## src/rtl/ddr_pkg.sv

```systemverilog
// Shared types for the DDR3 command-bus tracker: decoded commands, error codes, bank states.
// Also provides the counter-width helper used by the per-bank timers.
package ddr_pkg;

  typedef enum logic [3:0] {
    CMD_DES  = 4'd0,
    CMD_NOP  = 4'd1,
    CMD_ACT  = 4'd2,
    CMD_RD   = 4'd3,
    CMD_WR   = 4'd4,
    CMD_PRE  = 4'd5,
    CMD_PREA = 4'd6,
    CMD_REF  = 4'd7,
    CMD_MRS  = 4'd8,
    CMD_ZQ   = 4'd9
  } ddr_cmd_e;

  typedef enum logic [2:0] {
    ERR_NONE      = 3'd0,
    ERR_ACT_OPEN  = 3'd1,
    ERR_TRP       = 3'd2,
    ERR_RW_CLOSED = 3'd3,
    ERR_TRCD      = 3'd4,
    ERR_TRAS      = 3'd5,
    ERR_REF_OPEN  = 3'd6
  } ddr_err_e;

  typedef enum logic [1:0] {
    BANK_IDLE    = 2'd0,
    BANK_OPENING = 2'd1,
    BANK_OPEN    = 2'd2,
    BANK_CLOSING = 2'd3
  } bank_state_e;

  // Width needed to hold 0..max; never narrower than one bit.
  function automatic int cnt_w(input int max);
    return (max < 1) ? 1 : $clog2(max + 1);
  endfunction

endpackage

```

## src/rtl/ddr_bank_fsm.sv

```systemverilog
// One DDR3 bank: IDLE/OPENING/OPEN/CLOSING with tRCD, tRAS and tRP down-counters.
// State updates on the edge that samples act/pre; strobes arrive pre-qualified (no error).
module ddr_bank_fsm
  import ddr_pkg::*;
#(
  parameter int T_RCD = 5,
  parameter int T_RP  = 5,
  parameter int T_RAS = 15
) (
  input  logic        clk,
  input  logic        rst,
  input  logic        act,
  input  logic        pre,
  output bank_state_e state,
  output logic        ras_done
);

  localparam int RCD_W = cnt_w(T_RCD - 1);
  localparam int RP_W  = cnt_w(T_RP - 1);
  localparam int RAS_W = cnt_w(T_RAS - 1);

  bank_state_e      state_nxt;
  logic [RCD_W-1:0] rcd, rcd_nxt;
  logic [RP_W-1:0]  rp, rp_nxt;
  logic [RAS_W-1:0] ras, ras_nxt;

  always_ff @(posedge clk) begin
    if (rst) begin
      state <= BANK_IDLE;
      rcd   <= '0;
      rp    <= '0;
      ras   <= '0;
    end else begin
      state <= state_nxt;
      rcd   <= rcd_nxt;
      rp    <= rp_nxt;
      ras   <= ras_nxt;
    end
  end

  // Phase changes fire when a counter is at 1, so the first legal command sees the settled state.
  always_comb begin
    state_nxt = state;
    rcd_nxt   = (rcd != '0) ? rcd - RCD_W'(1) : '0;
    rp_nxt    = (rp != '0) ? rp - RP_W'(1) : '0;
    ras_nxt   = (ras != '0) ? ras - RAS_W'(1) : '0;
    case (state)
      BANK_IDLE: begin
        if (act) begin
          if (T_RCD > 1) state_nxt = BANK_OPENING;
          else           state_nxt = BANK_OPEN;
          rcd_nxt = RCD_W'(T_RCD - 1);
          ras_nxt = RAS_W'(T_RAS - 1);
        end
      end
      BANK_OPENING, BANK_OPEN: begin
        if (pre) begin
          if (T_RP > 1) state_nxt = BANK_CLOSING;
          else          state_nxt = BANK_IDLE;
          rp_nxt = RP_W'(T_RP - 1);
        end else if (state == BANK_OPENING && rcd <= RCD_W'(1)) begin
          state_nxt = BANK_OPEN;
        end
      end
      BANK_CLOSING: begin
        if (rp <= RP_W'(1)) state_nxt = BANK_IDLE;
      end
      default: state_nxt = BANK_IDLE;
    endcase
  end

  assign ras_done = (ras == '0);

endmodule

```

## src/rtl/ddr_cmd_tracker.sv

```systemverilog
// Passive DDR3 command decoder and bank tracker; never drives the bus, no backpressure.
// All outputs appear one clock after the pins are sampled; erroring commands leave bank state untouched.
module ddr_cmd_tracker
  import ddr_pkg::*;
#(
  parameter int NUM_BANKS = 8,
  parameter int ROW_W     = 14,
  parameter int T_RCD     = 5,
  parameter int T_RP      = 5,
  parameter int T_RAS     = 15,
  localparam int BA_W     = $clog2(NUM_BANKS)
) (
  input  logic                 clk,
  input  logic                 rst,
  input  logic                 cke,
  input  logic                 cs_n,
  input  logic                 ras_n,
  input  logic                 cas_n,
  input  logic                 we_n,
  input  logic [BA_W-1:0]      ba,
  input  logic [ROW_W-1:0]     addr,
  output logic [3:0]           cmd_o,
  output logic [BA_W-1:0]      cmd_bank_o,
  output logic [ROW_W-1:0]     cmd_addr_o,
  output logic [NUM_BANKS-1:0] bank_open_o,
  output logic                 err_o,
  output logic [2:0]           err_code_o,
  output logic [BA_W-1:0]      err_bank_o
);

  ddr_cmd_e             cmd_d;
  ddr_err_e             err_d;
  logic [BA_W-1:0]      err_bank_d;
  bank_state_e          bank_st [NUM_BANKS];
  logic [NUM_BANKS-1:0] ras_done;
  logic [NUM_BANKS-1:0] act_stb;
  logic [NUM_BANKS-1:0] pre_stb;

  always_comb begin
    cmd_d = CMD_DES;
    if (cke && !cs_n) begin
      case ({ras_n, cas_n, we_n})
        3'b111: cmd_d = CMD_NOP;
        3'b011: cmd_d = CMD_ACT;
        3'b101: cmd_d = CMD_RD;
        3'b100: cmd_d = CMD_WR;
        3'b010: cmd_d = addr[10] ? CMD_PREA : CMD_PRE;
        3'b001: cmd_d = CMD_REF;
        3'b000: cmd_d = CMD_MRS;
        3'b110: cmd_d = CMD_ZQ;
      endcase
    end
  end

  // Downward loops leave the lowest-index offender as the reported bank.
  always_comb begin
    err_d      = ERR_NONE;
    err_bank_d = ba;
    case (cmd_d)
      CMD_ACT: begin
        if (bank_st[ba] == BANK_OPENING || bank_st[ba] == BANK_OPEN) err_d = ERR_ACT_OPEN;
        else if (bank_st[ba] == BANK_CLOSING)                        err_d = ERR_TRP;
      end
      CMD_RD, CMD_WR: begin
        if (bank_st[ba] == BANK_IDLE || bank_st[ba] == BANK_CLOSING) err_d = ERR_RW_CLOSED;
        else if (bank_st[ba] == BANK_OPENING)                        err_d = ERR_TRCD;
      end
      CMD_PRE: begin
        if (!ras_done[ba]) err_d = ERR_TRAS;
      end
      CMD_PREA: begin
        for (int b = NUM_BANKS - 1; b >= 0; b--) begin
          if (!ras_done[b]) begin
            err_d      = ERR_TRAS;
            err_bank_d = BA_W'(b);
          end
        end
      end
      CMD_REF: begin
        for (int b = NUM_BANKS - 1; b >= 0; b--) begin
          if (bank_st[b] != BANK_IDLE) begin
            err_d      = ERR_REF_OPEN;
            err_bank_d = BA_W'(b);
          end
        end
      end
      default: ;
    endcase
  end

  for (genvar g = 0; g < NUM_BANKS; g++) begin : gen_bank
    assign act_stb[g] = (err_d == ERR_NONE) && (cmd_d == CMD_ACT) && (ba == BA_W'(g));
    assign pre_stb[g] = (err_d == ERR_NONE) &&
                        ((cmd_d == CMD_PRE && ba == BA_W'(g)) || cmd_d == CMD_PREA);

    ddr_bank_fsm #(
      .T_RCD(T_RCD),
      .T_RP (T_RP),
      .T_RAS(T_RAS)
    ) u_bank (
      .clk     (clk),
      .rst     (rst),
      .act     (act_stb[g]),
      .pre     (pre_stb[g]),
      .state   (bank_st[g]),
      .ras_done(ras_done[g])
    );

    assign bank_open_o[g] = (bank_st[g] == BANK_OPENING) || (bank_st[g] == BANK_OPEN);
  end

  always_ff @(posedge clk) begin
    if (rst) begin
      cmd_o      <= CMD_DES;
      cmd_bank_o <= '0;
      cmd_addr_o <= '0;
      err_o      <= 1'b0;
      err_code_o <= ERR_NONE;
      err_bank_o <= '0;
    end else begin
      cmd_o      <= cmd_d;
      cmd_bank_o <= ba;
      cmd_addr_o <= addr;
      err_o      <= (err_d != ERR_NONE);
      err_code_o <= err_d;
      err_bank_o <= (err_d != ERR_NONE) ? err_bank_d : '0;
    end
  end

endmodule
```

## config.mk

```make
export PLATFORM = sky130hd
export DESIGN_NAME = ddr_cmd_tracker
export DESIGN_NICKNAME = d
export VERILOG_FILES = /design/src/rtl/ddr_pkg.sv /design/src/rtl/ddr_bank_fsm.sv /design/src/rtl/ddr_cmd_tracker.sv
export SDC_FILE = /design/constraint.sdc
export NUM_CORES = 1
export LEC_CHECK = 0
export ABC_AREA = 1
export ABC_CLOCK_PERIOD_IN_PS = 5090
export CAP_MARGIN = 10
export CORE_UTILIZATION = 33
export CTS_BUF_LIST = sky130_fd_sc_hd__clkbuf_4 sky130_fd_sc_hd__clkbuf_8 sky130_fd_sc_hd__clkbuf_16
export CTS_CLUSTER_DIAMETER = 40
export DETAILED_ROUTE_END_ITERATION = 12
export GPL_TIMING_DRIVEN = 0
export SETUP_SLACK_MARGIN = 0.15
export SYNTH_ARGS = -nofsm -noshare
export SYNTH_HDL_FRONTEND = slang
export SYNTH_HIERARCHICAL = 1
export SYNTH_SLANG_ARGS = --single-unit
```

## constraint.sdc

```tcl
create_clock -name clk -period 5.09 [get_ports clk]
set_input_delay 1.018 -clock clk [delete_from_list [all_inputs] [get_ports clk]]
set_output_delay 1.018 -clock clk [all_outputs]
set_load 0.03 [all_outputs]
```

# == Yosys cells after proc, flatten, opt, wreduce, memory -nomap -nowiden ==
# Cells that the tools add are included.
# classes
n_addsub,24
reduce_logical,124
bitwise_logic,2
eq_ne,71
muxes,159
n_lt_le_gt_ge,18
# ops
operator,n
2-to-1 mux 3 bit,83
2-to-1 mux 4 bit,25
2-to-1 mux 2 bit,37
nonzero test 3 bit,17
less-or-equal comparator 3 x 1 -> 1 bit (second input constant),16
case mux 2 bit (3 select lines),8
subtractor 3 x 1 -> 3 bit (second input constant),16
equality test 2 bit (second input constant),18
logical AND 1 bit,34
zero test 4 bit,8
inequality test 2 x 1 -> 1 bit (second input constant),16
case mux 4 bit (8 select lines),1
nonzero test 4 bit,8
subtractor 4 x 1 -> 4 bit (second input constant),8
equality test 3 bit (second input constant),8
inequality test 3 x 1 -> 1 bit (second input constant),8
AND reduction 3 bit,8
OR reduction 2 bit,10
equality test 2 x 1 -> 1 bit (second input constant),9
zero test 2 bit,9
logical OR 1 bit,18
equality test 4 x 3 -> 1 bit (second input constant),4
nonzero test 2 bit,8
case mux 3 bit (5 select lines),1
13 further kinds,20
# totals
reg_bits,124
output_inout_bits,36

# == Logic depth before layout (Yosys ltp) ==
# Gate-level depths: netlist of run 1.
# logic_depth
ltp_word,15
depth_mapped,22
depth_no_buf,22

# == By module ==
# Netlist of run 1, hierarchy kept.
# modules_own_cells
mod,area_each_um2,cells_per_inst,n_inst
ddr_bank_fsm at gen_bank[0].u_bank ...,613.1,80,6
ddr_cmd_tracker,1803.0,283,1
ddr_bank_fsm at gen_bank[2].u_bank,608.1,80,1
ddr_bank_fsm at gen_bank[6].u_bank,601.8,80,1

# == Least setup slack after synthesis of run 1 ==
# OpenSTA, ideal clock, no wires.
# synth_path
path_kind,in2reg
startpoint,input ba[0]
endpoint,register gen_bank[0].u_bank.state[0]
required_ns,4.977
slack_ns,1.640
arrival_ns,3.337
cell_stages,19
path_cell_list,buf_4 > nor2_1 > inv_1 > o22ai_1 > a221oi_1 > o21ai_0 > inv_1 > ha_1 > inv_1 > nand2_1 > nand2_1 > nor2_2 > nand4_4 > nor2_1 > nor2_4 > nor2_4 > nand2_2 > nand2_2 > a21oi_2
# synth_between
elab_chain_cells,13
word_cells_on_any_way,30
classes_between,eq/ne (5); mux (13); bitwise (1); reduce/logical (11)
# synth_lines
item,line_no,text
"start, declared",ddr_cmd_tracker.sv:20,"input logic [BA_W-1:0] ba,"
inverter 3 -> 4 bit (not written as such),n/a,
binary-select mux 2 bit (select 3 bit),n/a,
2-to-1 mux 2 bit (not written as such) (2 in a row),n/a,
equality test 2 bit (tied with other cells),"ddr_cmd_tracker.sv:62, ddr_cmd_tracker.sv:65",
2-to-1 mux 2 bit (tied with other cells),ddr_cmd_tracker.sv:62,else if (bank_st[ba] == BANK_CLOSING) err_d = ERR_TRP;
2-to-1 mux 2 bit or 2-to-1 mux 3 bit (tied branches),"ddr_cmd_tracker.sv:61, ddr_cmd_tracker.sv:65",
case mux 3 bit (5 select lines),ddr_cmd_tracker.sv:59,case (cmd_d)
zero test 3 bit,ddr_cmd_tracker.sv:92,assign act_stb[g] = (err_d == ERR_NONE) && (cmd_d == CMD_ACT) && (ba == BA_W'(g));
logical AND 1 bit,ddr_cmd_tracker.sv:92,
logical AND 1 bit (*),ddr_cmd_tracker.sv:92,
via act_stb[0],ddr_cmd_tracker.sv:36,logic [NUM_BANKS-1:0] act_stb;
inequality test 2 x 1 -> 1 bit (no source line) (*),n/a,
AND reduction 3 bit (no source line) (*),n/a,
"end signal, assigned",ddr_bank_fsm.sv:34,state <= state_nxt;
"end, declared",ddr_bank_fsm.sv:14,"output bank_state_e state,"
# Mark *: on every way through the listed nets, which the timed path passes. The rest lies on a longest branch. The select of a mux whose other input is x is not followed.
# A chain may end at the register's enable or synchronous reset.

# == Worst setup path in the final report of run 1 ==
# layout_path
startpoint,input ba[1]
endpoint,register gen_bank[7].u_bank.state[0]
# layout_between
elab_chain_cells,13
word_cells_on_any_way,30
classes_between,eq/ne (6); mux (13); bitwise (1); reduce/logical (10)
# layout_lines
item,line_no
inverter 3 -> 4 bit (not written as such),n/a
binary-select mux 2 bit (select 3 bit),n/a
2-to-1 mux 2 bit (not written as such) (2 in a row),n/a
equality test 2 bit (tied with other cells),"ddr_cmd_tracker.sv:62, ddr_cmd_tracker.sv:65"
2-to-1 mux 2 bit (tied with other cells),ddr_cmd_tracker.sv:62
2-to-1 mux 2 bit or 2-to-1 mux 3 bit (tied branches),"ddr_cmd_tracker.sv:61, ddr_cmd_tracker.sv:65"
case mux 3 bit (5 select lines),ddr_cmd_tracker.sv:59
zero test 3 bit,ddr_cmd_tracker.sv:92
logical AND 1 bit,ddr_cmd_tracker.sv:92
logical AND 1 bit (*),ddr_cmd_tracker.sv:92
via act_stb[7],ddr_cmd_tracker.sv:36
inequality test 2 x 1 -> 1 bit (no source line) (*),n/a
AND reduction 3 bit (no source line) (*),n/a
"end signal, assigned",ddr_bank_fsm.sv:34
"end, declared",ddr_bank_fsm.sv:14
# Marks and branches as above.

==> reports/results.tsv, run 1 <==
metric	value	unit
yosysUniqueCellTypes	33	
drv_slew	0	
dp.cells	1246	
io_pins	60	
drc_errors	0	
total_power	3.392	mW
clockBufferDepth	2	
synth_warnings	6	
cp_cell_sequence	clkdlybuf4s50_1 -> inv_1 -> nor2_1 -> inv_1 -> o22ai_1 -> a221oi_1 -> o21ai_0 -> inv_1 -> ha_1 -> inv_1 -> nand2_1 -> nand2_1 -> nor2_2 -> nand4_4 -> nor2_1 -> nor2_4 -> nor2_4 -> nand2_2 -> nand2_2 -> a21oi_2	
synthAdderAreaFrac	0.1234	
crit_fanout	8	
synth_simple_gate_area_frac	0.2999	
cts-root-buf	clkbuf_16	
crit_family	simple AND/OR/NAND/NOR gates	
postRouteAntennaNets	0	
die_w	144.4	um
num_rows	51	
syn_inst	923	
grt_pass1_wl	23.23	mm
vias	5560	
outcome	completed	
clk_latency	0.43	ns
crit_path_top_delay_cell	clkdlybuf4s50_1	
clock_sinks	124	
max_stage_delay	0.57	ns
setup_tns	0	ns
routed_wirelength	13.85	mm
preCtsSetupSlack	0.2895	ns
wl_per_cell	10.83	um
cts_resized	0	
regArea	0.002482	mm^2
power.leakage	3.804	nW
cts_buffers	17	
cts_tree	done	
grt-ovfl-total	0	
synth_edf_count	0	
synthMuxAreaShare	0	
place.gp.congestion	0.8229	
post_cts_buffers	0	
hold_violations	0	
syn-num-nets	1013	
nNetsFinal	1090	
min_period	4.385	ns
vias_per_cell	4.347	
antenna_found_initial	1	
worst_setup_path_end_kind	flip-flop	
setup_ws	0.7049	ns
postCtsHoldBufs	0	
cap_viol_max_count	0	
max_freq	0.2280	GHz
synth_top_family_by_area	simple AND/OR/NAND/NOR gates	
path_class	in -> reg	
rsz0062_at_grt	false	
die_h	144.4	um
grt_usage	0.1450	
synth_compound_area_frac	0.1027	
syn_area_per_cell	7.250	um^2
cts.clk_slew.worst_paths	0.06	ns
postSynth.asyncResetShare	0	
hp-class	reg -> reg	
cp_num_buf_inv	5	
syn2layout_area_growth	22.89	%
cp.arrival	4.68	ns
ys_seq_area_frac	0.3710	
drive_above_1_share	0.1333	
p_per_area	412.5	mW/mm^2
cts_max_level	4	
place_area	0.007609	mm^2
finClkSkew	0.007695	ns
vdd_drop_max	0.2337	mV
core-area	0.01965	mm^2
worstMarginPinSlew	0.5970	ns
yosys_register_bits	124	
cp-start-kind	primary input	
start_util	0.3405	
place_hpwl	10.44	mm
drt_iter0_drc	287	
drt_pre_antenna_iters	5	
dieArea	0.02085	mm^2
synthXorXnorAreaFrac	0	
ys.flop_type	dfxtp_1	
postLayoutCoreUtil	0.4184	
hold_slack	0.4401	ns
netlist_area	0.006691	mm^2
relSlewSlack	0.6020	
grt_pass1_vias	5064	
portBuffers	57	
finalNonFillerCells	1279	
crit_top_cell	inv_1	
fin_area	0.008223	mm^2
grt_max_degree	26	
fillerInstances	2085	
crit_required	5.38	ns
multi_input_area	0.003520	mm^2
final.period_utilization	0.8615	
finalSetupViolations	0	
==> sequential cells by signal, indices dropped and copies added, names as in the netlist, 3 cells and up <==
| register | count |
|---|---|
| cmd_o | 4 |
| gen_bank.u_bank/state | 16 |
| err_code_o | 3 |
| cmd_addr_o | 14 |
| gen_bank.u_bank/rp | 24 |
| cmd_bank_o | 3 |
| err_bank_o | 3 |
| gen_bank.u_bank/rcd | 24 |
| gen_bank.u_bank/ras | 32 |
==> cells in the mapped netlist (2+ instances only) <==
cell      number  area [um^2]
a31oi_1       11        68.82
o21ai_0       13        65.06
inv_1        164        615.6
nand2_2       21        131.4
nand3_1       24        120.1
a21oi_2       17        148.9
nor2_1        98        367.9
a21oi_1       54        270.3
dfxtp_1      124         2482
inv_2         10        37.54
o22ai_1        3        18.77
nor2_2        30        187.7
nor3_1        29        145.1
o211ai_1       8        60.06
clkbuf_1       4        15.01
ha_1          66        825.8
buf_2          2        10.01
nor2_4        16        180.2
nand2_1      215        807.0
==> worst paths after layout <==
kind	from	end	slack, ns	cells past startpoint
setup / recovery	ba[1]	gen_bank[7].u_bank/state[0]	0.70	20
hold / removal	gen_bank[3].u_bank/rp[0]	gen_bank[3].u_bank/rp[0]	0.44	1
setup reg to reg	gen_bank[3].u_bank/state[0]	gen_bank[7].u_bank/state[0]	2.15	15
hold reg to reg	gen_bank[3].u_bank/rp[0]	gen_bank[3].u_bank/rp[0]	0.44	1
==> cells by family (layout without fill, tap and decap cells) <==
family                     after synthesis  count (layout)
DFF                                    124             124
other                                    0               1
and+or+nand+nor                        438             438
adders and majority gates               66              66
AOI/OAI and AO/OA                      113             113
buffers and inverters                  182             272
==> layout by cell type (no fill, tap or decap), types with 2 or more instances in the layout <==
| cell type | n |
|---|---|
| buf_2 | 3 |
| inv_2 | 10 |
| nor2_1 | 98 |
| nand3_1 | 24 |
| clkinv_2 | 2 |
| nor2_4 | 16 |
| a21oi_1 | 54 |
| nor2_2 | 30 |
| o22ai_1 | 3 |
| clkbuf_1 | 4 |
| clkbuf_16 | 17 |
| inv_6 | 5 |
| a31oi_1 | 11 |
| clkinv_4 | 4 |
| a21oi_2 | 17 |
| ha_1 | 66 |
| dfxtp_1 | 124 |
| nand2_2 | 21 |
| inv_1 | 164 |
| nand2_1 | 215 |
| o21ai_0 | 13 |
| clkdlybuf4s50_1 | 56 |
| o211ai_1 | 8 |
| bufinv_16 | 3 |
| nor3_1 | 29 |
==> layer usage <==
metal  track usage  vias to the layer above  wire length (um)
li1              -                     2998                 -
met1        0.1784                     2443              6561
met2        0.2336                       96              6187
met3       0.04205                       23               814
met4       0.06427                        0               288
met5             0                        -                 0
==> power breakdown <==
| part | switching, mW | total (mW) | leakage (nW) | internal [mW] |
|---|---|---|---|---|
| combinational | 0.636 | 1.05 | 2.50 | 0.413 |
| sequential | 0.0632 | 1.09 | 1.01 | 1.03 |
| clock | 0.473 | 1.25 | 0.299 | 0.777 |
==> layout make-up <==
class                   instances  area share
flip-flops and latches        124      0.3019
repair buffers                 58     0.07121
multi-input cells             617      0.4280
diodes                          1   0.0003043
clock buffers                  17     0.05173
clock inverters                15     0.02267
plain buffers                   7    0.003956
inverters                     175     0.07988
well taps                     265     0.04032
No activity file was read; power rests on OpenSTA's default activity.
==> run 2, diff against run 1 <==
- PLACE_DENSITY: unset -> 0.61
==> run 2 against run 1 <==
Final cell count fell by 0.16%. Hold slack barely moved. Wire length fell by 0.33%. Clock power barely moved. Sequential share of layout area barely moved. Die area did not move. Sequential power barely moved. Highest routed layer unchanged. Global-route usage barely moved.
==> reports/results.tsv, run 2 (synthesis gave the netlist of run 1 again) <==
metric	value	unit	change
outcome	completed		
core-area	0.01965	mm^2	unchanged
drive_above_1_share	0.1324		-0.0008565
routed.top_layer	met4		
finalSetupViolations	0		unchanged
drv_slew	0		unchanged
diodes	0		-1
path_class	in -> reg		
die_w	144.4	um	unchanged
cp-start-kind	primary input		
relSlewSlack	0.5886		-0.01341
multi_input_area	0.003520	mm^2	unchanged
hold_slack	0.4404	ns	+0.0002540 ns
setup_tns	0	ns	unchanged
cp.arrival	4.74	ns	+0.06 ns
vias	5538		-0.40%
power.leakage	3.812	nW	+0.21%
worst_setup_path_end_kind	flip-flop		
fillerInstances	2027		-2.8%
place.gp.congestion	0.8135		-1.1%
crit_fanout	8		unchanged
num_rows	51		unchanged
grt-ovfl-total	0		unchanged
grt_usage	0.1446		-0.0004062
min_period	4.464	ns	+0.07870 ns
finClkSkew	0.007742	ns	+0.00004788 ns
die_h	144.4	um	unchanged
route.met2.wl	6.250	mm	+1.0%
place_hpwl	10.53	mm	+0.85%
drc_errors	0		unchanged
crit_top_cell	inv_1		
dieArea	0.02085	mm^2	unchanged
post_cts_buffers	0		unchanged
cp_cell_sequence	clkdlybuf4s50_1 -> inv_1 -> nor2_1 -> inv_1 -> o22ai_1 -> a221oi_1 -> o21ai_0 -> inv_1 -> ha_1 -> inv_1 -> nand2_1 -> nand2_1 -> nor2_2 -> nand4_4 -> nor2_1 -> nor2_4 -> nor2_4 -> nand2_2 -> nand2_2 -> a21oi_2		
hp-class	reg -> reg		
regArea	0.002482	mm^2	unchanged
wl_met1	6.702	mm	+2.1%
syn2layout_area_growth	22.92	%	about the same
rsz0062_at_grt	false		
met3WireLength	618	um	-24%
antenna_found_initial	0		-1
drt_pre_antenna_iters	4		-1
cp_num_buf_inv	5		unchanged
hold_violations	0		unchanged
crit_required	5.37	ns	about the same
largest_reg_flops	32		unchanged
crit_family	simple AND/OR/NAND/NOR gates		
clock_sinks	124		unchanged
grt_max_degree	26		unchanged
start_util	0.3405		unchanged
setup_ws	0.6262	ns	-0.07870 ns
clk_latency	0.42	ns	about the same
p_per_area	410.4	mW/mm^2	-0.49%
preCtsSetupSlack	0.1781	ns	-0.1114 ns
cap_viol_max_count	0		unchanged
cts_resized	0		unchanged
final_cell_mix	215 x nand2_1, 164 x inv_1, 124 x dfxtp_1		
max_freq	0.2240	GHz	-1.8%
crit_path_top_delay_cell	clkdlybuf4s50_1		
postRouteAntennaNets	0		unchanged
cts_buffers	17		unchanged
worstMarginPinSlew	0.6171	ns	+0.02012 ns
drt_iter0_drc	198		-31%
cts-root-buf	clkbuf_16		
grt_pass1_wl	23.10	mm	-0.56%
grt_pass1_vias	5028		-0.71%
nNetsFinal	1090		unchanged
cts_tree	done		
portBuffers	57		unchanged
clockBufferDepth	2		unchanged
regMostFlops	gen_bank.u_bank/ras		
cts_max_level	4		unchanged
final.period_utilization	0.8770		+0.01546
cts.clk_slew.worst_paths	0.05	ns	about the same
routed_wirelength	13.81	mm	-0.33%
vias_per_cell	4.337		-0.24%
io_pins	60		unchanged
wl_per_cell	10.81	um	-0.18%
final_common_cell	nand2_1		
total_power	3.376	mW	-0.46%
postCtsHoldBufs	0		unchanged
vdd_drop_max	0.2411	mV	+3.2%
max_stage_delay	0.62	ns	+0.05 ns
reg.largest.list	gen_bank.u_bank/ras: 32 flops, gen_bank.u_bank/rcd: 24 flops, gen_bank.u_bank/rp: 24 flops		
-- run 2: changes by cell type in the layout (fill, tap and decap cells not counted), sizes merged --
cell,delta
inv,-5
diode,-1
clkbuf,+7
clkinv,-3
-- run 2: final cells by class --
class	instances	area share
plain buffers	7	0.003955
clock buffers	24	0.06039
clock inverters	7	0.01369
inverters	175	0.07986
multi-input cells	617	0.4279
flip-flops and latches	124	0.3018
well taps	265	0.04031
repair buffers	58	0.07210
-- run 2: metal layers --
metal | up-vias | GRT usage
met1 | 2443 | 0.1766
li1 | 2995 | -
met5 | - | 0
met4 | 0 | 0.07091
met2 | 85 | 0.2361
met3 | 15 | 0.03576
-- run 2: power by group --
group | total [mW] | leakage (nW) | internal, mW | switching [mW]
Clock | 1.23 | 0.304 | 0.824 | 0.410
Sequential | 1.09 | 1.01 | 1.03 | 0.0616
Combinational | 1.05 | 2.50 | 0.414 | 0.636
Total | 3.38 | 3.81 | 2.27 | 1.11
-- run 2: worst paths after layout --
path	slack, ns	end	start	depth (start not counted)
worst max register to register	2.21	gen_bank[3].u_bank/state[0]	gen_bank[7].u_bank/state[1]	17
worst min-delay path	0.44	gen_bank[0].u_bank/rp[0]	gen_bank[0].u_bank/rp[0]	1
worst min register to register	0.44	gen_bank[0].u_bank/rp[0]	gen_bank[0].u_bank/rp[0]	1
worst max-delay path	0.63	gen_bank[3].u_bank/state[0]	ba[1]	20
-- run 2: metrics by stage --
| stage | instances | util | cell area [um^2] |
|---|---|---|---|
| after floorplan | 923 | - | 6691 |
| after global placement | 1245 | 0.3864 | 7594 |
| after detailed placement | 1246 | 0.3875 | 7616 |
| after CTS | 1277 | 0.4185 | 8225 |
| after global routing | 1277 | 0.4185 | 8225 |
| final | 1277 | 0.4185 | 8225 |
==> run 3, diff against run 2 <==
- CTS_CLUSTER_DIAMETER: 40 -> 50
- SYNTH_HIERARCHICAL: 1 -> unset
==> run 3 against run 2 <==
Synthesized cell count fell by 2.1%. Design area unchanged. Final cell count shrank 1.4%. Sequential power hardly changed. Critical endpoint is now gen_bank[6].u_bank.ras[0].
==> reports/results.tsv, run 3 <==
metric	value	unit	change
cp_cell_sequence	clkdlybuf4s50_1 -> inv_1 -> nor2_2 -> inv_1 -> nor2_1 -> a211oi_1 -> o21ai_0 -> inv_1 -> ha_1 -> nand2_1 -> nand3_1 -> nor2_4 -> nand2_2 -> nor2_4 -> nand3_2 -> nand2_1 -> nor3b_1		
cp-start-kind	primary input		
cts_resized	0		unchanged
start_util	0.3407		about the same
nNetsFinal	1070		-1.8%
grt_pass1_vias	5274		+4.9%
synth_edf_count	0		unchanged
clock_sinks	124		unchanged
synth_warnings	0		-6
crit_required	5.41	ns	+0.04 ns
min_period	4.054	ns	-0.4102 ns
rsz0062_at_grt	false		
yosysUniqueCellTypes	41		+24%
synthTopCellsByCount	152 x nor2_1, 137 x inv_1, 129 x nand2_1		
io_pins	60		unchanged
yosysMostFrequentCell	nor2_1		
finClkSkew	0.007947	ns	+0.0002048 ns
grt-ovfl-total	0		unchanged
drc_errors	0		unchanged
hp-class	reg -> reg		
reg.largest.list	gen_bank.u_bank.ras: 32 flops, gen_bank.u_bank.rcd: 24 flops, gen_bank.u_bank.rp: 24 flops		
cp.arrival	4.38	ns	-0.36 ns
wl_per_cell	12.66	um	+17%
final_common_cell	nor2_1		
cts.clk_slew.worst_paths	0.06	ns	about the same
syn-num-nets	994		-1.9%
drt_iter0_drc	293		+48%
worstMarginPinSlew	0.7688	ns	+0.1517 ns
relSlewSlack	0.4875		-0.1011
max_stage_delay	0.62	ns	about the same
routed_wirelength	15.95	mm	+15%
regMostFlops	gen_bank.u_bank.ras		
cts-root-buf	clkbuf_16		
dieArea	0.02093	mm^2	+0.39%
num_rows	51		unchanged
crit_cells	17		-15%
cts_buffers	17		unchanged
die_w	144.7	um	+0.19%
die_h	144.7	um	+0.19%
core-area	0.01972	mm^2	+0.33%
drt_pre_antenna_iters	4		unchanged
max_freq	0.2467	GHz	+10%
post_cts_buffers	0		unchanged
portBuffers	57		unchanged
min_path_cells	1		unchanged
postSynth.asyncResetShare	0		unchanged
p_per_area	411.3	mW/mm^2	+0.22%
postRouteAntennaNets	0		unchanged
crit_family	simple AND/OR/NAND/NOR gates		
yosysTopAreaCellShare	0.3695		-0.001451
final.period_utilization	0.7964		-0.08059
preCtsSetupSlack	0.6268	ns	+0.4487 ns
vias_per_cell	4.608		+6.2%
crit_path_top_delay_cell	clkdlybuf4s50_1		
yosysTopAreaCell	dfxtp_1		
vias	5801		+4.7%
outcome	completed		
cap_viol_max_count	0		unchanged
fillerInstances	2003		-1.2%
grt_pass1_wl	26.21	mm	+13%
postLayoutCoreUtil	0.4172		-0.001355
worst_setup_path_end_kind	flip-flop		
clk_latency	0.43	ns	about the same
power.leakage	3.810	nW	about the same
reg2regPathDepth	14		-3
grt_usage	0.1661		+0.02153
grt_max_degree	17		-35%
postCtsHoldBufs	0		unchanged
synth_area_leaders	dfxtp_1 37%, ha_1 12%, nor2_1 8.5%		
drive_above_1_share	0.1128		-0.01962
ys_seq_area_frac	0.3695		-0.001451
place.gp.congestion	0.8901		+9.4%
ys.flop_type	dfxtp_1		
netlist_area	0.006718	mm^2	+0.39%
hold_violations	0		unchanged
cts_max_level	4		unchanged
antenna_found_initial	1		+1
crit_fanout	7		-1
largest_reg_flops	32		unchanged
vdd_drop_max	0.2114	mV	-12%
yosys_register_bits	124		unchanged
cts_tree	done		
crit_top_cell	inv_1		
path_class	in -> reg		
place_hpwl	12.16	mm	+16%
drv_slew	0		unchanged
setup_tns	0	ns	unchanged
finalSetupViolations	0		unchanged
final_cell_mix	152 x nor2_1, 137 x inv_1, 129 x nand2_1		
syn_inst	904		-2.1%
syn_area_per_cell	7.431	um^2	+2.5%
cp_num_buf_inv	4		-1
setup_ws	1.036	ns	+0.4102 ns
syn2layout_area_growth	22.44	%	
clockBufferDepth	2		unchanged
-- run 3: cell types whose count changed in the layout (fill, tap and decap cells not counted), moves of 11 or more --
cell	delta
a21oi_2	-11
nand4_1	+13
nand2_1	-86
inv_1	-27
nand3_1	+12
nand2_2	-16
a21oi_1	+33
nand3_2	+12
nor2_2	-17
nor2_1	+54
-- run 3: cells by family after synthesis --
kind of cell / Yosys count / share of synthesized area
compound gates: 129 / 0.1065
fa+ha+maj: 66 / 0.1229
buf+inv: 171 / 0.1058
flops: 124 / 0.3695
simple gates: 414 / 0.2952
-- run 3: layout make-up --
class / instances / area [um^2] / area share
Antenna cell: 1 / 2.502 / 0.0003042
Buffer: 26 / 163.9 / 0.01993
Clock buffer: 17 / 425.4 / 0.05172
Clock inverter: 15 / 177.7 / 0.02160
Inverter: 145 / 546.8 / 0.06647
Multi-Input combinational cell: 609 / 3525 / 0.4285
Sequential cell: 124 / 2482 / 0.3018
Tap cell: 265 / 331.6 / 0.04031
Timing Repair Buffer: 57 / 570.5 / 0.06936
-- run 3: worst paths after layout --
kind / from / endpoint / slack (ns)
max: ba[0] / gen_bank[6].u_bank.ras[0] / 1.04
min: gen_bank[4].u_bank.rcd[0] / gen_bank[4].u_bank.rcd[0] / 0.44
max reg2reg: gen_bank[7].u_bank.state[1] / gen_bank[6].u_bank.ras[0] / 2.19
min reg2reg: gen_bank[4].u_bank.rcd[0] / gen_bank[4].u_bank.rcd[0] / 0.44
-- run 3: where the power goes --
part	leakage, nW	switching, mW	internal, mW
sequential	1.01	0.0630	1.04
clock	0.287	0.507	0.738
combinational	2.52	0.628	0.411
total	3.81	1.20	2.19
-- run 3: routing by layer --
| layer | part of all wire | track usage | routed length (um) |
|---|---|---|---|
| met1 | 0.47 | 0.2074 | 7554 |
| met2 | 0.48 | 0.2778 | 7587 |
| met3 | 0.037 | 0.03718 | 583 |
| met4 | 0.014 | 0.06260 | 219 |
| met5 | 0 | 0 | 0 |
-- run 3: per-stage QoR --
step                      instances  total power [mW]  hold slack [ns]  area, um^2
after floorplan                 904             1.869           0.4214        6718
after CTS                      1258             3.411           0.4472        8223
final                          1259             3.383           0.4443        8225
after global placement         1226             2.144           0.4341        7620
after detailed placement       1226             2.154           0.4362        7620
after global routing           1258             3.590           0.4665        8223
-- run 3: worst reg2reg max path: cells and delay by family, from the launching register on --
| family | cells | cell delay (ns) |
|---|---|---|
| buffers and inverters | 2 | 0.22 |
| AOI/OAI and AO/OA | 3 | 0.52 |
| and+or+nand+nor | 8 | 1.38 |
| DFF | 1 | 0.39 |
| adders and majority gates | 1 | 0.29 |
==> edit, RTL diff (config.mk and constraints of run 2) <==
Add an input register stage for `ba`; this delays it by one clock. The other inputs are not delayed to match.
--- a/src/rtl/ddr_cmd_tracker.sv
+++ b/src/rtl/ddr_cmd_tracker.sv
@@ -28,6 +28,12 @@
   output logic [BA_W-1:0]      err_bank_o
 );
 
+  logic [BA_W-1:0] ba_q;
+
+  always_ff @(posedge clk) begin
+    ba_q <= ba;
+  end
+
   ddr_cmd_e             cmd_d;
   ddr_err_e             err_d;
   logic [BA_W-1:0]      err_bank_d;
@@ -55,18 +61,18 @@
   // Downward loops leave the lowest-index offender as the reported bank.
   always_comb begin
     err_d      = ERR_NONE;
-    err_bank_d = ba;
+    err_bank_d = ba_q;
     case (cmd_d)
       CMD_ACT: begin
-        if (bank_st[ba] == BANK_OPENING || bank_st[ba] == BANK_OPEN) err_d = ERR_ACT_OPEN;
-        else if (bank_st[ba] == BANK_CLOSING)                        err_d = ERR_TRP;
+        if (bank_st[ba_q] == BANK_OPENING || bank_st[ba_q] == BANK_OPEN) err_d = ERR_ACT_OPEN;
+        else if (bank_st[ba_q] == BANK_CLOSING)                        err_d = ERR_TRP;
       end
       CMD_RD, CMD_WR: begin
-        if (bank_st[ba] == BANK_IDLE || bank_st[ba] == BANK_CLOSING) err_d = ERR_RW_CLOSED;
-        else if (bank_st[ba] == BANK_OPENING)                        err_d = ERR_TRCD;
+        if (bank_st[ba_q] == BANK_IDLE || bank_st[ba_q] == BANK_CLOSING) err_d = ERR_RW_CLOSED;
+        else if (bank_st[ba_q] == BANK_OPENING)                        err_d = ERR_TRCD;
       end
       CMD_PRE: begin
-        if (!ras_done[ba]) err_d = ERR_TRAS;
+        if (!ras_done[ba_q]) err_d = ERR_TRAS;
       end
       CMD_PREA: begin
         for (int b = NUM_BANKS - 1; b >= 0; b--) begin
@@ -89,9 +95,9 @@
   end
 
   for (genvar g = 0; g < NUM_BANKS; g++) begin : gen_bank
-    assign act_stb[g] = (err_d == ERR_NONE) && (cmd_d == CMD_ACT) && (ba == BA_W'(g));
+    assign act_stb[g] = (err_d == ERR_NONE) && (cmd_d == CMD_ACT) && (ba_q == BA_W'(g));
     assign pre_stb[g] = (err_d == ERR_NONE) &&
-                        ((cmd_d == CMD_PRE && ba == BA_W'(g)) || cmd_d == CMD_PREA);
+                        ((cmd_d == CMD_PRE && ba_q == BA_W'(g)) || cmd_d == CMD_PREA);
 
     ddr_bank_fsm #(
       .T_RCD(T_RCD),
@@ -119,7 +125,7 @@
       err_bank_o <= '0;
     end else begin
       cmd_o      <= cmd_d;
-      cmd_bank_o <= ba;
+      cmd_bank_o <= ba_q;
       cmd_addr_o <= addr;
       err_o      <= (err_d != ERR_NONE);
       err_code_o <= err_d;
Check against the original RTL: not equivalent (Yosys sat finds a counterexample within 4 cycles, from zero or initial values and one cycle with rst high).
==> edit against run 2 <==
  * Sequential cell count up 3
  * Highest routed layer unchanged
  * Routed wire length is 1.8% higher
  * Core utilization shrank 0.52 points
  * Design area rose by 1.7%
  * Total power grew 19%
  * Synthesized area rose by 2.1%
  * Critical endpoint is now gen_bank[4].u_bank/state[0]
  * Die area is 2.0% higher
  * Clock skew up 0.0043 ns
  * Setup slack better by 0.89 ns
==> edit: results <==
export IMPL_syn_nets=1017
export IMPL_synth_area_leaders="dfxtp_1, nand2_1, ha_1"
export IMPL_numPortBuffers=59
export IMPL_ys_seq_area_frac=0.372
export IMPL_grtUsageTotal=0.140
export IMPL_drive_above_1_share=0.147
export IMPL_synth_common_cells="nand2_1, inv_1, dfxtp_1"
export IMPL_rrSetupSlack_ns=1.52
export IMPL_critPathTopFamily="simple AND/OR/NAND/NOR gates"
export IMPL_worst_pin_slew_ns=0.634
export IMPL_leakage_nw=3.84
export IMPL_outcome="complete, no violations"
export IMPL_grt_pass1_wl_um=23800
export IMPL_grt_pass1_vias=5110
export IMPL_hold_slack_ns=0.443
export IMPL_crit_fanout=9
export IMPL_finalCritPeriodShare=0.701
export IMPL_skew_ns=0.0121
export IMPL_place_hpwl_um=10800
export IMPL_cts_resized_gates=0
export IMPL_ys_types=32
export IMPL_drt_pass1_iterations=5
export IMPL_worst_r2r_cell_count=18
export IMPL_slowest_delay_ns=0.52
export IMPL_antenna_cells=0
export IMPL_fin_nets=1096
export IMPL_vias=5615
export IMPL_largestRegisters="gen_bank.u_bank/ras: 32 flops, gen_bank.u_bank/rcd: 24 flops, gen_bank.u_bank/rp: 24 flops"
export IMPL_slowest_stage="nor2_1"
export IMPL_gp_congestion=0.852
export IMPL_drtIter0Drc=231
export IMPL_p_sw_mw=1.56
export IMPL_nFillCells=2082
export IMPL_worstSkewPairLatency_ns=0.43
export IMPL_finalWirelength_um=14000
-- edit: metrics by stage --
step                      utilization  power [mW]  cells  instance area, um2  setup slack [ns]
after floorplan                     -        2.43    927                6830              2.31
after global placement          0.383        2.83   1256                7760             0.814
after detailed placement        0.385        2.85   1257                7780              1.51
after CTS                       0.413        4.06   1289                8360              1.48
after global routing            0.413        4.30   1289                8360              1.23
final                           0.413        4.01   1289                8360              1.52
-- edit: metal layers --
metal  up-vias  share of wire  global-route usage
met5         -              0                   0
li1       3019              -                   -
met2        78           0.45               0.225
met3        16          0.037              0.0323
met4         0          0.017              0.0668
met1      2502           0.50               0.178
-- edit: area by class of cell --
class                   instances  area, um2  share of cell area
multi-input cells             623       3620               0.433
flip-flops and latches        127       2540               0.304
inverters                     171        642              0.0768
repair buffers                 60        613              0.0733
clock buffers                  21        474              0.0567
well taps                     270        338              0.0404
clock inverters                11        108              0.0129
plain buffers                   6       23.8             0.00284
-- edit: path summary, 6_finish.rpt --
path                                       to                      from
setup / recovery  gen_bank[4].u_bank/state[0]                   ba_q[0]
hold / removal       gen_bank[5].u_bank/rp[0]  gen_bank[5].u_bank/rp[0]
setup reg to reg  gen_bank[4].u_bank/state[0]                   ba_q[0]
hold reg to reg      gen_bank[5].u_bank/rp[0]  gen_bank[5].u_bank/rp[0]
-- edit: power groups by stage --
stage / combinational [mW] / sequential (mW) / clock, mW
floorplan: 1.23 / 1.20 / 0
global route: 1.85 / 1.19 / 1.26
CTS: 1.66 / 1.18 / 1.21
finish: 1.65 / 1.18 / 1.18
detailed placement: 1.65 / 1.20 / 0
global placement: 1.63 / 1.20 / 0
-- edit: logic make-up after synthesis --
group,share of synthesized area
simple gates,0.310
buf+inv,0.0975
flops,0.372
compound gates,0.0995
fa+ha+maj,0.121
